===== src/rtl/bram_fifo_pkg.sv =====
// Shared definitions for the BRAM-backed FIFO controller: output-buffer state
// encoding and the pointer/count width helpers.
package bram_fifo_pkg;

  typedef enum logic [1:0] {
    OB_EMPTY = 2'd0,
    OB_ONE   = 2'd1,
    OB_TWO   = 2'd2
  } ob_state_t;

  // Pointers carry one extra wrap bit; the count must reach DEPTH+2.
  function automatic int ptr_width(input int addr_width);
    return addr_width + 1;
  endfunction

  function automatic int cnt_width(input int addr_width);
    return addr_width + 2;
  endfunction

endpackage


===== src/rtl/bram_fifo_outbuf.sv =====
// Two-entry first-word-fall-through buffer that absorbs the RAM read latency.
// Entry e0 is always the oldest word; returns append at the tail.
module bram_fifo_outbuf
  import bram_fifo_pkg::*;
#(
  parameter int DATA_WIDTH = 8
) (
  input  logic                  clk,
  input  logic                  rst,
  input  logic                  ret_valid,
  input  logic [DATA_WIDTH-1:0] ret_data,
  input  logic                  pop,
  output logic [DATA_WIDTH-1:0] out_data,
  output logic                  out_valid,
  output logic [1:0]            ob_cnt
);

  ob_state_t             state_reg, state_next;
  logic [DATA_WIDTH-1:0] e0_reg, e0_next;
  logic [DATA_WIDTH-1:0] e1_reg, e1_next;

  always_ff @(posedge clk) begin
    if (!rst) begin
      state_reg <= OB_EMPTY;
      e0_reg    <= '0;
      e1_reg    <= '0;
    end else begin
      state_reg <= state_next;
      e0_reg    <= e0_next;
      e1_reg    <= e1_next;
    end
  end

  always_comb begin
    state_next = state_reg;
    e0_next    = e0_reg;
    e1_next    = e1_reg;
    case (state_reg)
      OB_EMPTY: begin
        if (ret_valid) begin
          e0_next    = ret_data;
          state_next = OB_ONE;
        end
      end
      OB_ONE: begin
        if (ret_valid && pop) begin
          e0_next = ret_data;
        end else if (ret_valid) begin
          e1_next    = ret_data;
          state_next = OB_TWO;
        end else if (pop) begin
          state_next = OB_EMPTY;
        end
      end
      OB_TWO: begin
        // The read-issue rule never lets a return arrive here without a pop.
        if (pop) begin
          e0_next = e1_reg;
          if (ret_valid) e1_next = ret_data;
          else           state_next = OB_ONE;
        end
      end
      default: state_next = OB_EMPTY;
    endcase
  end

  assign out_valid = (state_reg != OB_EMPTY);
  assign out_data  = out_valid ? e0_reg : '0;
  assign ob_cnt    = state_reg;

endmodule


===== src/rtl/bram_fifo_ctrl.sv =====
// FIFO controller driving an external dual-port BRAM (A = write, B = read).
// Optional sticky ovf/udf error flags are built when BRAM_FIFO_ERR_EN is defined.
module bram_fifo_ctrl
  import bram_fifo_pkg::*;
#(
  parameter int DATA_WIDTH = 8,
  parameter int ADDR_WIDTH = 4
) (
  input  logic                  clk,
  input  logic                  rst,
  input  logic [DATA_WIDTH-1:0] in_data,
  input  logic                  in_valid,
  output logic                  in_ready,
  output logic [DATA_WIDTH-1:0] out_data,
  output logic                  out_valid,
  input  logic                  out_ready,
  output logic [ADDR_WIDTH+1:0] count,
  output logic                  empty,
`ifdef BRAM_FIFO_ERR_EN
  output logic                  ovf,
  output logic                  udf,
`endif
  output logic                  mem_en,
  output logic                  mem_a_wr,
  output logic [ADDR_WIDTH-1:0] mem_a_addr,
  output logic [DATA_WIDTH-1:0] mem_a_data,
  output logic                  mem_b_wr,
  output logic [ADDR_WIDTH-1:0] mem_b_addr,
  output logic [DATA_WIDTH-1:0] mem_b_data_in,
  input  logic [DATA_WIDTH-1:0] mem_b_data_out
);

  localparam int PW    = ptr_width(ADDR_WIDTH);
  localparam int CW    = cnt_width(ADDR_WIDTH);
  localparam int DEPTH = 1 << ADDR_WIDTH;

  logic [PW-1:0] wp_reg, rp_reg;
  logic [PW-1:0] mem_cnt;
  logic          inflight_reg;
  logic          push, pop, issue;
  logic [1:0]    ob_cnt;

  assign mem_cnt  = wp_reg - rp_reg;
  assign in_ready = rst && (mem_cnt != PW'(DEPTH));
  assign push     = in_valid && in_ready;
  assign pop      = out_valid && out_ready;

  // Only prefetch when the buffer will still have room once the read returns.
  assign issue = rst && (mem_cnt != '0) &&
                 (({1'b0, ob_cnt} + {2'b00, inflight_reg}) < (3'd2 + {2'b00, pop}));

  always_ff @(posedge clk) begin
    if (!rst) begin
      wp_reg       <= '0;
      rp_reg       <= '0;
      inflight_reg <= 1'b0;
    end else begin
      wp_reg       <= wp_reg + PW'(push);
      rp_reg       <= rp_reg + PW'(issue);
      inflight_reg <= issue;
    end
  end

  bram_fifo_outbuf #(
    .DATA_WIDTH(DATA_WIDTH)
  ) u_outbuf (
    .clk      (clk),
    .rst      (rst),
    .ret_valid(inflight_reg),
    .ret_data (mem_b_data_out),
    .pop      (pop),
    .out_data (out_data),
    .out_valid(out_valid),
    .ob_cnt   (ob_cnt)
  );

  assign count = CW'(mem_cnt) + CW'(ob_cnt) + CW'(inflight_reg);
  assign empty = (count == '0);

  assign mem_en        = rst;
  assign mem_a_wr      = push;
  assign mem_a_addr    = push ? wp_reg[ADDR_WIDTH-1:0] : '0;
  assign mem_a_data    = push ? in_data : '0;
  assign mem_b_wr      = 1'b0;
  assign mem_b_addr    = issue ? rp_reg[ADDR_WIDTH-1:0] : '0;
  assign mem_b_data_in = '0;

`ifdef BRAM_FIFO_ERR_EN
  logic ovf_reg, udf_reg;

  always_ff @(posedge clk) begin
    if (!rst) begin
      ovf_reg <= 1'b0;
      udf_reg <= 1'b0;
    end else begin
      if (in_valid && !in_ready)   ovf_reg <= 1'b1;
      if (out_ready && !out_valid) udf_reg <= 1'b1;
    end
  end

  assign ovf = ovf_reg;
  assign udf = udf_reg;
`endif

endmodule

===== config.mk =====
export PLATFORM = sky130hd
export DESIGN_NAME = bram_fifo_ctrl
export DESIGN_NICKNAME = d
export VERILOG_FILES = /design/src/rtl/bram_fifo_pkg.sv /design/src/rtl/bram_fifo_outbuf.sv /design/src/rtl/bram_fifo_ctrl.sv
export SDC_FILE = /design/constraint.sdc
export NUM_CORES = 1
export LEC_CHECK = 0
export CAP_MARGIN = 20
export CORE_UTILIZATION = 46
export CTS_CLUSTER_SIZE = 16
export DETAILED_ROUTE_END_ITERATION = 16
export PLACE_DENSITY = 0.8
export SYNTH_ARGS = -nofsm -noshare
export SYNTH_HDL_FRONTEND = slang
export SYNTH_SLANG_ARGS = --single-unit

===== constraint.sdc =====
create_clock -name clk -period 3.7 [get_ports clk]
set_input_delay 0.74 -clock clk [delete_from_list [all_inputs] [get_ports clk]]
set_output_delay 0.74 -clock clk [all_outputs]
set_load 0.005 [all_outputs]

======== Word-level counts from Yosys, hierarchy flattened ========
Cells that the tools add are included.
word-level totals
  output and inout bits ................... 44
  word-level logic and storage cells ...... 57
  bits of input ports ..................... 20
  register bits after elaboration ......... 29
operators by class
  order comparisons ....................... 1
  reduce and logical (&&, ||, !) cells .... 15
  eq/ne operators ......................... 9
  $add $sub $neg .......................... 7
  muxes and demuxes ....................... 19
operator list
  operator                                      count
  2-to-1 mux 8 bit                              8
  one-hot mux 8 bit (3 select lines)            1
  one-hot mux 8 bit (2 select lines)            1
  2-to-1 mux 2 bit                              6
  adder 5 x 1 -> 5 bit                          2
  2-to-1 mux 4 bit                              2
  inequality test 2 bit, second input constant  4
  adder 5 x 2 -> 6 bit                          1
  adder 6 x 1 -> 6 bit                          1
  logical AND 1 bit                             6
  zero test 6 bit                               1
  one-hot mux 2 bit (3 select lines)            1
  inequality test 5 bit, second input constant  1
  AND reduction 5 bit                           1
  nonzero test 5 bit                            1
  subtractor 5 bit                              1
  AND reduction 4 bit                           1
  nonzero test 2 bit                            2
  adder 2 x 1 -> 3 bit                          1
  adder 2 x 1 -> 3 bit, first input constant    1
  less-than comparator 3 bit                    1
  inequality test 3 bit, second input constant  1
  AND reduction 3 bit                           1
  nonzero test 3 bit                            1
  4 further kinds                               4

======== Longest topological paths before layout ========
Gate-level depths: netlist of run 1.
  depth after elaboration ................. 6
  depth in mapped cells ................... 13
  mapped depth without buffers ............ 13

======== Cells and area by module ========
Synthesis of run 1 repeated with hierarchy kept, for this count alone.
unflattened totals
  cells, all modules ...................... 233
  area, all modules ....................... 2009.4 um2
modules (own cells, without submodules)
  module            area an instance (um2)  seq. area each (um2)  cells each  times used
  bram_fifo_ctrl    1076.0                  220.2                 132         1
  bram_fifo_outbuf  933.4                   360.3                 101         1

======== Worst setup path after synthesis of run 1 ========
No wires, ideal clock.
  kind .................................... register to output
  from .................................... reg wp_reg[0]
  to ...................................... out mem_b_addr[0]
  data arrival time ....................... 2.082 ns
  path buffers ............................ 0
  data required time ...................... 2.960 ns
  setup slack ............................. 0.878 ns
  cell stages (with the launch flop) ...... 10
  cell sequence ........................... dfxtp_1 -> inv_1 -> ha_1 -> inv_1 -> fa_1 -> nand3b_1 -> a211o_1 -> a2bb2oi_1 -> nor4bb_1 -> ha_1
between the ends
  cells in the longest elaborated chain, start to end .. 5
RTL lines
  element                          RTL line              source
  start, declared                  bram_fifo_ctrl.sv:37  logic [PW-1:0] wp_reg, rp_reg;
  start signal, assigned           bram_fifo_ctrl.sv:58  wp_reg <= wp_reg + PW'(push);
  subtractor 5 bit                 bram_fifo_ctrl.sv:43  assign mem_cnt = wp_reg - rp_reg;
  nonzero test 5 bit               bram_fifo_ctrl.sv:49  assign issue = rst && (mem_cnt != '0) &&
  logical AND 1 bit (2 in series)  bram_fifo_ctrl.sv:49
  via issue                        bram_fifo_ctrl.sv:40  logic push, pop, issue;
  2-to-1 mux 4 bit                 bram_fifo_ctrl.sv:85  assign mem_b_addr = issue ? rp_reg[ADDR_WIDTH-1:0] : '0;
  end, declared                    bram_fifo_ctrl.sv:28  output logic [ADDR_WIDTH-1:0] mem_b_addr,
The timed path passes the listed nets, and every way through them passes these cells.

======== Final worst setup path of run 1 ========
  from .................................... reg wp_reg[0]
  to ...................................... out mem_a_addr[0]
between the ends
  cells in the longest elaborated chain, start to end .. 5
RTL lines
  element                RTL line              source
  subtractor 5 bit       bram_fifo_ctrl.sv:43
  inequality test 5 bit  bram_fifo_ctrl.sv:44  assign in_ready = rst && (mem_cnt != PW'(DEPTH));
  logical AND 1 bit      bram_fifo_ctrl.sv:44
  logical AND 1 bit      bram_fifo_ctrl.sv:45  assign push = in_valid && in_ready;
  2-to-1 mux 4 bit (*)   bram_fifo_ctrl.sv:82  assign mem_a_addr = push ? wp_reg[ADDR_WIDTH-1:0] : '0;
  end, declared          bram_fifo_ctrl.sv:25  output logic [ADDR_WIDTH-1:0] mem_a_addr,
Every way passes the cells marked *; elsewhere a longest branch is shown, timed or not.

==> results.toml, run 1 <==
[timing]
hold_violation_total_from_the_final_report = 0
rsz0062_at_grt = "yes"
worst_pin_slew_ps = 638
setup_viol = 0
final_period_minus_worst_setup_slack_ps = 3560
timing.final.crit_share_pct = 96.2
fmaxAchievable_ghz = 0.281
count_of_pins_over_their_slew_limit = 0
maxSlewHeadroom_pct = 57.3
final.setup_skew_ps = 3.79

[clocking]
cts_made_buffers = 5
clock_tree_root_driver_cell = "sky130_fd_sc_hd__clkbuf_8"
tritoncts = "built"
clock_latency_ps = 270
tritoncts_num_sinks = 29
ctsLongestPathBuffers = 2
htree_levels = 2
path_clk_slew_ps = 60
postCtsSetupBuffers = 0

[die]
starting_density_of_the_core_pct = 48.2
design.portCount = 64
core.rowCount = 23
die_w_um = 66.7
floorplan.die.height_um = 66.7
core_region_area_mm2 = 0.00400
floorplan_die_area_mm2 = 0.00445

[route]
drt-initial-drc-count = 65
firstDrtPassIters = 4
vias_per_cell = 5.01
wire_per_inst_um = 12.0
drcViolationCount = 0
detailed_route_wl_um = 3950
ant_nets = 0
detailroute.via_count = 1653

[critical_path]
setup.worst_path.end_class = "output port"
cp_common_cell = "sky130_fd_sc_hd__inv_1"
timing.critical_path.fanout_max = 4
arrival_ps = 2820
rrSetupSlack_ps = 930
worst-endpoint-required_ps = 2960
crit_path_start_kind = "flip-flop"
cell_breakdown_of_the_critical_path = "inv_1, ha_1, inv_1, fa_2, nand3b_1, a211o_1, a211oi_2, nor2b_1, ha_2, clkdlybuf4s50_1"
path_class = "reg2out"
critical_path.slowest_cell = "sky130_fd_sc_hd__fa_2"
critical_path.max_stage_delay_ps = 470

[run]
max_cap_violations = 0

[synth]
area_of_the_mapped_netlist_mm2 = 0.00193
synthesis.instances = 221
ys_types = 37
synth-seq-area-share_pct = 30.1
post_synth.cell_area_avg_um2 = 8.72
synth-seq-cells = 29
ys_warns = 0

[final_layout]
layout-drive-gt1-share_pct = 8.57
nets = 313
insertedDiodeCount = 0
final_area_mm2 = 0.00262
area_growth_syn_to_layout_pct = 36.0

[grt]
grt_max_degree = 23
grt_pass1_wl_um = 6630
number_of_global_route_vias_before_repair = 1505
initial_antenna_violation_count = 0
grt.total_usage_pct = 19.8
global_route.overflow_total = 0

[power]
powerDensity_mw_per_mm2 = 566
static-leakage-power_nw = 1.29
report.power.total_mw = 1.48
irDropWorstVdd_uv = 417

[run_status]
outcome = "finished, final reports clean"

[hold_path]
timing.hold.worst.class = "reg2reg"

[place]
dpl_cell_area_mm2 = 0.00250
place_hpwl_um = 3060
io_buffer_count = 54
placer_s_final_routability_congestion_estimate = 0.793
-- report_power, final --
group | leakage, nW | switching [mW] | internal, mW | total [mW]
logic | 1.01 | 0.352 | 0.460 | 0.812
clock network | 0.0450 | 0.111 | 0.130 | 0.241
registers | 0.237 | 0.0544 | 0.377 | 0.431
-- cells by family (layout without fill, tap and decap cells) --
group                      count (synthesis)  after routing  synth area share, %
DFF                                       29             29                 30.1
and+or+nand+nor                           98             98                 28.0
muxes                                     17             17                 8.83
adders and majority gates                 14             14                 10.3
other                                      1              9                0.194
AOI/OAI and AO/OA                         24             24                 9.80
xor gates and xnor gates                  12             12                 5.45
buffers and inverters                     26             77                 7.40
-- repair_timing --
action	4_1_cts	5_1_grt
pin swaps	0	3
gates resized for setup	1	7
hold buffers	0	0
setup endpoints to repair	1	15
-- routing by layer --
| layer | GRT usage, % | up-vias | wire length [µm] |
|---|---|---|---|
| li1 | - | 847 | - |
| met3 | 4.28 | 7 | 132 |
| met1 | 23.6 | 764 | 1830 |
| met2 | 33.6 | 35 | 1920 |
| met4 | 8.78 | 0 | 68 |
| met5 | 0 | - | 0 |
-- placed cells by master, fill, tap and decap left out, types with 2 or more instances in the layout --
| cell type | Yosys | final |
|---|---|---|
| sky130_fd_sc_hd__nand4b_1 | 3 | 3 |
| sky130_fd_sc_hd__and3b_1 | 2 | 2 |
| sky130_fd_sc_hd__clkinv_2 | 0 | 2 |
| sky130_fd_sc_hd__conb_1 | 1 | 9 |
| sky130_fd_sc_hd__clkbuf_8 | 0 | 5 |
| sky130_fd_sc_hd__dfxtp_1 | 29 | 29 |
| sky130_fd_sc_hd__mux2i_1 | 17 | 17 |
| sky130_fd_sc_hd__nand2b_1 | 2 | 2 |
| sky130_fd_sc_hd__xnor2_1 | 6 | 5 |
| sky130_fd_sc_hd__nor3b_1 | 3 | 3 |
| sky130_fd_sc_hd__nor2_1 | 20 | 20 |
| sky130_fd_sc_hd__and2_1 | 12 | 12 |
| sky130_fd_sc_hd__buf_4 | 11 | 8 |
| sky130_fd_sc_hd__o211a_1 | 8 | 8 |
| sky130_fd_sc_hd__nand3_1 | 5 | 5 |
| sky130_fd_sc_hd__and3_1 | 3 | 3 |
| sky130_fd_sc_hd__xor2_1 | 6 | 5 |
| sky130_fd_sc_hd__nand2_1 | 19 | 19 |
| sky130_fd_sc_hd__ha_2 | 0 | 2 |
| sky130_fd_sc_hd__a21oi_1 | 6 | 5 |
| sky130_fd_sc_hd__fa_1 | 3 | 2 |
| sky130_fd_sc_hd__nand3b_1 | 3 | 3 |
| sky130_fd_sc_hd__clkdlybuf4s50_1 | 0 | 53 |
| sky130_fd_sc_hd__o21ai_0 | 2 | 2 |
| sky130_fd_sc_hd__inv_1 | 7 | 7 |
| sky130_fd_sc_hd__nor2b_1 | 21 | 21 |
| sky130_fd_sc_hd__ha_1 | 11 | 9 |
-- area by class of cell --
class / instances / area [µm²]
well taps: 50 / 62.6
fillers: 337 / 1380
inverters: 7 / 26.3
clock inverters: 2 / 10.0
repair buffers: 62 / 603
multi-input cells: 174 / 1270
flip-flops and latches: 29 / 581
clock buffers: 6 / 72.6
-- critical path, delay by kind of cell, from the launching register on --
| family | cells | cell delay (ps) |
|---|---|---|
| DFF | 1 | 330 |
| adders and majority gates | 3 | 870 |
| buffers and inverters | 3 | 560 |
| AOI/OAI and AO/OA | 2 | 510 |
| and+or+nand+nor | 2 | 280 |
-- worst paths after layout --
| path | from | endpoint | depth (start not counted) |
|---|---|---|---|
| setup / recovery | wp_reg[0]$_SDFF_PN0_ | mem_a_addr[0] | 10 |
| hold / removal | u_outbuf.e0_reg[0]$_SDFFE_PN0P_ | u_outbuf.e0_reg[0]$_SDFFE_PN0P_ | 1 |
| setup reg to reg | wp_reg[0]$_SDFF_PN0_ | rp_reg[4]$_SDFF_PN0_ | 13 |
| hold reg to reg | u_outbuf.e0_reg[0]$_SDFFE_PN0P_ | u_outbuf.e0_reg[0]$_SDFFE_PN0P_ | 1 |
-- synthesized netlist by cell type (all sizes together) --
cell      n  area, µm²
dfxtp    29        581
nor2b    21        131
nor2     20       75.1
nand2    19       71.3
mux2i    17        170
buf      14       97.6
and2     12       75.1
ha       11        138
o211a     8       80.1
inv       7       26.3
a21oi     6       30.0
xnor2     6       52.6
xor2      6       52.6
clkbuf    5       18.8
nand3     5       25.0
and3      3       18.8
fa        3       60.1
nand3b    3       22.5
nand4b    3       26.3
nor3b     3       22.5
o21ai     3       18.8
and3b     2       17.5
nand2b    2       12.5
nor4bb    2       20.0
a211o     1       8.76
a211oi    1       12.5
a21boi    1       7.51
a2bb2oi   1       8.76
and4b     1       10.0
conb      1       3.75
nand4     1       6.26
nor3      1       5.00
o21a      1       7.51
o22ai     1       6.26
o2bb2ai   1       8.76
-- metrics by stage --
stage	hold WS (ps)	TNS (ps)	utilization, %	setup WS (ps)	instances
CTS	495	0	64.9	18.0	330
floorplan	464	0	-	878	229
finish	491	0	65.6	140	330
global placement	474	0	62.6	312	322
global route	519	-37.5	65.6	-13.1	330
detailed placement	480	0	62.6	268	322
Power figures use the tool's default switching activity.
==> run 2: changes to the inputs <==
Settings changed: CTS_CLUSTER_SIZE 16 to 12, SLEW_MARGIN set to 0.
==> results of run 2 <==
No change in the layout: final DEF, timing and power equal those of run 1.
